==> src/rtl/sll_iter_pkg.sv <==
// Shared constants and state encoding for the iterative 32-bit left shifter.
package sll_iter_pkg;

  localparam int unsigned WIDTH   = 32;
  localparam int unsigned SHAMT_W = 5;
  localparam int unsigned STEP_W  = 3;

  localparam logic [STEP_W-1:0] LAST_STEP = 3'd4;

  typedef enum logic [1:0] {
    ST_IDLE  = 2'd0,
    ST_SHIFT = 2'd1,
    ST_DONE  = 2'd2
  } state_t;

endpackage

==> src/rtl/sll_step_32.sv <==
// One stage of the iterative shifter: optionally shift left by 2**step, zero-filled.
module sll_step_32
  import sll_iter_pkg::*;
(
  input  logic [WIDTH-1:0]  in,
  input  logic [STEP_W-1:0] step,
  input  logic              en,
  output logic [WIDTH-1:0]  out
);

  logic [WIDTH-1:0] shifted;

  always_comb begin
    shifted = in;
    unique case (step)
      3'd0:    shifted = in << 1;
      3'd1:    shifted = in << 2;
      3'd2:    shifted = in << 4;
      3'd3:    shifted = in << 8;
      3'd4:    shifted = in << 16;
      default: shifted = in;
    endcase
  end

  assign out = en ? shifted : in;

endmodule

==> src/rtl/sll_iter_32.sv <==
// Multi-cycle logical left shifter, one shamt bit per cycle LSB first, valid/ready on both sides.
module sll_iter_32
  import sll_iter_pkg::*;
(
  input  logic               clock,
  input  logic               reset_n,
  input  logic               in_valid,
  output logic               in_ready,
  input  logic [WIDTH-1:0]   data_a,
  input  logic [SHAMT_W-1:0] shamt,
  output logic               out_valid,
  input  logic               out_ready,
  output logic [WIDTH-1:0]   result,
  output logic               busy
);

  state_t              state, state_d;
  logic [WIDTH-1:0]    acc, acc_d;
  logic [WIDTH-1:0]    res, res_d;
  logic [WIDTH-1:0]    stage_out;
  logic [SHAMT_W-1:0]  amt, amt_d;
  logic [STEP_W-1:0]   step, step_d;

  sll_step_32 u_step (
    .in   (acc),
    .step (step),
    .en   (amt[step]),
    .out  (stage_out)
  );

  always_ff @(posedge clock) begin
    if (!reset_n) begin
      state <= ST_IDLE;
      acc   <= '0;
      res   <= '0;
      amt   <= '0;
      step  <= '0;
    end else begin
      state <= state_d;
      acc   <= acc_d;
      res   <= res_d;
      amt   <= amt_d;
      step  <= step_d;
    end
  end

  // The visible result is a separate register so it stays put in IDLE and SHIFT.
  always_comb begin
    state_d = state;
    acc_d   = acc;
    res_d   = res;
    amt_d   = amt;
    step_d  = step;
    unique case (state)
      ST_IDLE: begin
        if (in_valid) begin
          acc_d   = data_a;
          amt_d   = shamt;
          step_d  = '0;
          state_d = ST_SHIFT;
        end
      end
      ST_SHIFT: begin
        acc_d = stage_out;
        if (step == LAST_STEP) begin
          res_d   = stage_out;
          state_d = ST_DONE;
        end else begin
          step_d = step + 3'd1;
        end
      end
      ST_DONE: begin
        if (out_ready) state_d = ST_IDLE;
      end
      default: state_d = ST_IDLE;
    endcase
  end

  assign in_ready  = (state == ST_IDLE);
  assign busy      = (state == ST_SHIFT);
  assign out_valid = (state == ST_DONE);
  assign result    = res;

endmodule
==> config.mk <==
export PLATFORM = sky130hd
export DESIGN_NAME = sll_iter_32
export DESIGN_NICKNAME = d
export VERILOG_FILES = /design/src/rtl/sll_iter_pkg.sv /design/src/rtl/sll_step_32.sv /design/src/rtl/sll_iter_32.sv
export SDC_FILE = /design/constraint.sdc
export NUM_CORES = 1
export LEC_CHECK = 0
export ABC_CLOCK_PERIOD_IN_PS = 2600
export CAP_MARGIN = 20
export CORE_MARGIN = 5
export CORE_UTILIZATION = 45
export CTS_CLUSTER_SIZE = 12
export DETAILED_ROUTE_END_ITERATION = 10
export PLACE_DENSITY_LB_ADDON = 0.12
export SETUP_SLACK_MARGIN = 0.05
export SLEW_MARGIN = 40
export SYNTH_ARGS = -nofsm -noshare
export SYNTH_HDL_FRONTEND = slang
export SYNTH_HIERARCHICAL = 1
export SYNTH_SLANG_ARGS = --single-unit
==> constraint.sdc <==
create_clock -name clock -period 2.6 [get_ports clock]
set_input_delay 0.52 -clock clock [delete_from_list [all_inputs] [get_ports clock]]
set_output_delay 0.52 -clock clock [all_outputs]
set_load 0.005 [all_outputs]
==> metrics, run 1 <==
WL/cell ~18 um; Post-Synthesis Cells 612; Top delay family on crit path compound AO/OA/AOI/OAI gates; Worst Max-Slew Pin Slew approximately 570 ps; hpwl dp 9.82 mm; Adder-Cell Fraction of Synth Area less than 1%; Inst Count DP about 790; Longest Clk Path Bufs 2; Max-Cap Viols 0; Seq/Total Area, Yosys 33.2%; slowest stage delay, CP 440 ps; Worst path slowest cell inv_1; Net Sw Frac 31.0%; Clock Power Share 35.5%; Residual DRC 0; Min Hold Slack 454 ps; grt ovf 0; skew final 9.79 ps; final worst path period share between 80% and 90%; multiplexer share of the synthesized area roughly 6%; syn avg cell area 7.30 sq um; fin crit period about 2300 ps; Max FO, Critical Path 28; mapped cell area approximately 4500 sq um; first-pass GRT wire length approximately 23 mm; Power, Total between 0.002 and 0.003 W; Final ANT Viol Nets 0; post-synthesis xor/xnor area fraction 0%; row cnt 36; sequential cell fraction of total power 43.8%; Die Width 110 um; TritonRoute pass-1 iters 4; core area 9730 sq um; critical path, cell by cell buf_4 > inv_1 > nand2_1 > o21ai_0 > a2bb2oi_1 > a21oi_1 > a21oi_1; final instance count without filler cells between 800 and 900; routability cong. 0.921; Comb pwr share 20.7%; vias post-DR 4618; post-synthesis compound-gate area fraction 33.2%; critical path capture point type flip-flop; Final Hold Fails 0; # clock sinks 74; worst setup path class flip-flop to flip-flop; status completed; Slew Limit Headroom between 60% and 70%; Setup-failing EPs final 0; P_leak 1.89 nW; total CTS buffers 9; final core utilization 56.0%; drt total wl 14.7 mm; largest net degree at the start of global routing 59; Initial Utilization 45.9%; Crit path buffers/inverters 2; number of global-route vias before repair 4355; setup bufs post-CTS 0; Resized cells post-CTS 0; warning count from the yosys run 6; # IOs 76; Total GRT Usage 25.1%; ANT cells 0; VDD IR-drop max 0.000386 V; fin. max-slew vios 0; sw power 0.000910 W; # port buffers 75; drt initial violations 429; Die Span Y 110 um; Post-Synthesis Net Count 655; Clk Latency, worst-skew pair 370 ps; largest family of logic cells by synthesized area compound AO/OA/AOI/OAI gates; Layout area overhead 21.9%; post-synthesis simple-gate area fraction 18.4%; H-tree levels 3; clock-pin slew of the registers on the worst-case setup and hold paths ~90 ps; internal power 0.00202 W; initial antenna violation count 0; FMAX around 0.43 GHz; hold crit path type flip-flop to flip-flop; CTS tree done; CP dominant cell by count a21oi_1; layout cell share with drive strength beyond 1 8.98%; Vias/cell 5.77; Critical Path Start Type flip-flop; Post-Route Setup TNS 0 ps; die area 12000 sq um; # hold bufs at CTS 0; RSZ-0062 raised after global routing no; Netlist cell types 54; WP data arrival 2640 ps; clock root buffer clkbuf_8; Power per Cell Area 538 nW/um^2; worst endpoint required time around 2900 ps; fin nets approximately 710; Synth Register Bits 74
==> power by group through the flow <==
stage	registers, W	clock network [W]	logic [W]
2_1_floorplan	0.00126	0	0.000443
3_3_place_gp	0.00131	0	0.000590
3_5_place_dp	0.00131	0	0.000597
4_1_cts	0.00128	0.00107	0.000602
5_1_grt	0.00129	0.00113	0.000671
6_report	0.00128	0.00104	0.000607
==> routing by layer <==
metal	routed length [um]	track usage (%)	part of all wire [%]
met1	6850	34.7	47
met2	6840	40.1	47
met3	881	5.52	6.0
met4	113	5.70	0.77
met5	0	0	0
==> final timing paths <==
path / from / end / slack, ps / depth (start not counted)
min: result[20] / result[20] / 450 / 2
max: step[2] / acc[24] / 280 / 7
max reg2reg: step[2] / acc[24] / 280 / 7
min reg2reg: result[20] / result[20] / 450 / 2
==> tightest hold or removal path, delay by kind of cell (launching register included) <==
family          cells  cell delay [ps]
flops               1              310
simple gates        1               50
compound gates      1               50
==> flip-flops by register name, indices dropped and copies added, names as in the netlist <==
name,count
step,3
state,2
amt,5
result,32
acc,32
==> area by class of cell <==
cell class	instances	area (sq um)
Inverter	11	46.3
Timing Repair Buffer	96	921
Multi-Input combinational cell	471	2600
Sequential cell	74	1480
Clock buffer	10	138
Tap cell	133	166
Fill cell	963	4280
Clock inverter	6	90.1
==> cells in the final DEF (no fill, tap or decap), drive strengths merged, types with 2 or more instances in the layout <==
master / instances
o21bai: 2
o221ai: 2
nor3: 4
a221oi: 3
ha: 2
nor2b: 8
a31oi: 20
nor2: 28
clkbuf: 10
and2: 3
clkinv: 3
mux2: 4
bufinv: 2
mux2i: 22
o41ai: 2
nand3: 7
o21a: 5
a21oi: 123
inv: 11
clkdlybuf4s50: 75
o31ai: 4
a21boi: 2
and3: 4
dfxtp: 74
o21ai: 62
a211oi: 6
buf: 21
a211o: 2
nand2: 123
nand2b: 7
a22oi: 3
o22a: 6
a32oi: 4
==> per-stage QoR <==
stage | setup slack [ps] | area (sq um)
after floorplan | 584 | 4470
after global placement | 307 | 5220
after detailed placement | 305 | 5220
after CTS | 284 | 5440
after global routing | 61.9 | 5450
final | 278 | 5450
==> Yosys cell counts (all sizes together) <==
cell type  number  share of area (%)
nor3b           1               0.42
o22ai           1               0.14
mux2            4                1.0
o41ai           2               0.39
a32oi           4               0.78
o211ai          1               0.17
and3b           1               0.20
a211o           2               0.39
and3            4               0.56
nor3            4               0.45
o31ai           4               0.67
o21ai          62                6.9
buf            41                6.3
and4b           1               0.22
a31oi          20                2.8
o21bai          2               0.59
nand4b          1               0.20
a21o            1               0.17
inv            11                1.0
a221oi          3               0.59
a2111oi         1               0.34
a2bb2oi         1               0.20
a21oi         123                 14
or2             1               0.14
and2            3               0.42
a41oi           1               0.20
o21a            5               0.84
nor4b           1               0.20
nor2b           8                1.1
a211oi          6                1.0
a21boi          2               0.34
a22oi           3               0.50
nand2         123                 10
o22a            6                1.2
o21ba           1               0.22
nand3           7               0.78
mux2i          22                4.9
nor2           28                2.4
dfxtp          74                 33
clkbuf         15                1.3
nand2b          7               0.98
o221ai          2               0.39
ha              2               0.56
==> cell families (layout without fill, tap and decap cells) <==
kind of cell / after synthesis / in the layout
AOI/OAI and AO/OA: 253 / 253
and+or+nand+nor: 190 / 190
buffers and inverters: 67 / 123
DFF: 74 / 74
adders and majority gates: 2 / 2
muxes: 26 / 26
Note: power is estimated with default switching activity, not from simulation.
==> run 2, diff against run 1 <==
CORE_MARGIN = 2   (was 5)
==> run 2 against run 1 <==
Compared with the run above:
- sequential share of layout area increased by 0.19 points
- core utilization decreased by 0.13 points
- routed wire length decreased by 6.8%
- register-to-register slack got worse by 30 ps
- non-clock buffer count decreased by 5
- sequential cell count unchanged
- critical path depth decreased by 1
- sequential power about the same
- worst setup slack got worse by 30 ps
- global-route usage increased by 0.32 points
- maximum frequency decreased by 1.3%
- critical path type unchanged
- highest routed layer unchanged
==> metrics, run 2 (synthesis gave the netlist of run 1 again) <==
largest net degree at the start of global routing 60 (+1.7%); FMAX 0.425 GHz (-1.3%); final worst path period share 90.5% (+1.1 points); drt total wl 13.7 mm (-6.8%); Die Span Y 104 um (-5.5%); total CTS buffers 9 (unchanged); Total GRT Usage 25.4% (+0.32 points); Setup-failing EPs final 0 (unchanged); Crit path buffers/inverters 1 (-1); hold crit path type flip-flop to flip-flop; Vias/cell 5.84 (+1.2%); routability cong. 0.927 (+0.67%); Worst Max-Slew Pin Slew 707 ps (+142 ps); critical path, cell by cell buf_4 > nor2b_1 > a31oi_1 > a31oi_1 > a21oi_1 > a21oi_1; layout cell share with drive strength beyond 1 7.84% (-1.1 points); met2 Use GR 39.8% (-0.27 points); worst setup path class flip-flop to flip-flop; P_leak 1.87 nW (-1.3%); ANT cells 0 (unchanged); slowest stage delay, CP 600 ps (+160 ps); first-pass GRT wire length 22.4 mm (-4.8%); hpwl dp 9.29 mm (-5.4%); WL/cell 17.2 um (-6.2%); Min Hold Slack 454 ps (+0.211 ps); worst endpoint required time 2880 ps (-30 ps); # port buffers 75 (unchanged); Critical Path Start Type flip-flop; busiest layer in global routing met2; Final Hold Fails 0 (unchanged); most common cell after layout, fill and taps aside nand2_1; TritonRoute pass-1 iters 5 (+1); die area 10700 sq um (-11%); Top delay family on crit path compound AO/OA/AOI/OAI gates; Layout area overhead 21.1%; Die Width 104 um (-5.5%); Power, Total 0.00289 W (-1.5%); most frequent cells in the layout 123 x nand2_1, 116 x a21oi_1, 75 x clkdlybuf4s50_1; grt ovf 0 (unchanged); Post-Route Setup TNS 0 ps (unchanged); RSZ-0062 raised after global routing no; WP data arrival 2630 ps (about the same); Resized cells post-CTS 0 (unchanged); status completed; Slew Limit Headroom 52.8% (-9.5 points); fin crit period 2350 ps (+29.7 ps); Max-Cap Viols 0 (unchanged); # clock sinks 74 (unchanged); drt initial violations 442 (+3.0%); clock-pin slew of the registers on the worst-case setup and hold paths 80 ps (about the same); skew final 7.98 ps (-1.81 ps); CTS tree done; H-tree levels 3 (unchanged); Clk Latency, worst-skew pair 350 ps (-20 ps); # IOs 76 (unchanged); met1 GRT Util 35.5% (+0.87 points); layout filler cell count 934 (-3.0%); initial antenna violation count 0 (unchanged); Power per Cell Area 534 nW/um^2 (-0.80%); Initial Utilization 46.1% (+0.21 points); number of global-route vias before repair 4343 (-0.28%); vias post-DR 4646 (+0.61%); core area 9680 sq um (-0.46%); fin. max-slew vios 0 (unchanged); VDD IR-drop max 0.000279 V (-28%); # hold bufs at CTS 0 (unchanged); Final ANT Viol Nets 0 (unchanged); setup bufs post-CTS 0 (unchanged); Worst path slowest cell nor2b_1; placed inst area 5190 sq um (-0.48%); Residual DRC 0 (unchanged); fin nets 701 (-0.71%); Max FO, Critical Path 58 (+110%); Longest Clk Path Bufs 2 (unchanged); clock root buffer clkbuf_8; critical path capture point type flip-flop; row cnt 36 (unchanged); met3 Usage GRT 5.10% (-0.42 points); post-route cell area 5410 sq um (-0.69%)
## run 2: through the flow
stage                     util, %  worst slack [ps]  instances
final                        55.9               248        796
after global routing         55.9              55.7        796
after CTS                    55.9               271        796
after detailed placement     53.6               313        780
after global placement       53.6               334        780
after floorplan                 -               584        612
## run 2: metal layers
layer | routed length [um] | share of wire, %
met3 | 852 | 6.2
met2 | 6310 | 46
met4 | 133 | 0.97
met1 | 6390 | 47
met5 | 0 | 0
## run 2: final cells by class
class / instances / area [sq um] / area share (%)
flip-flops and latches: 74 / 1480 / 27.4
inverters: 11 / 46.3 / 0.856
well taps: 133 / 166 / 3.08
multi-input cells: 471 / 2600 / 48.0
clock buffers: 11 / 141 / 2.61
repair buffers: 91 / 896 / 16.6
clock inverters: 5 / 77.6 / 1.43
## run 2: power breakdown
group	switching (W)	total, W	internal, W
registers	0.0000908	0.00128	0.00119
clock network	0.000444	0.00101	0.000564
logic	0.000341	0.000602	0.000261
total	0.000876	0.00289	0.00201
## run 2: final timing paths
path / start / end / slack [ps] / cells past startpoint
max: step[1] / acc[31] / 250 / 6
min: result[6] / result[6] / 450 / 2
min reg2reg: result[6] / result[6] / 450 / 2
max reg2reg: step[1] / acc[31] / 250 / 6
## run 2: worst min-delay path, cell delays in order, from the launching register on
cell,delay (ps)
dfxtp_1,310
nand2_1,50
a21oi_1,50
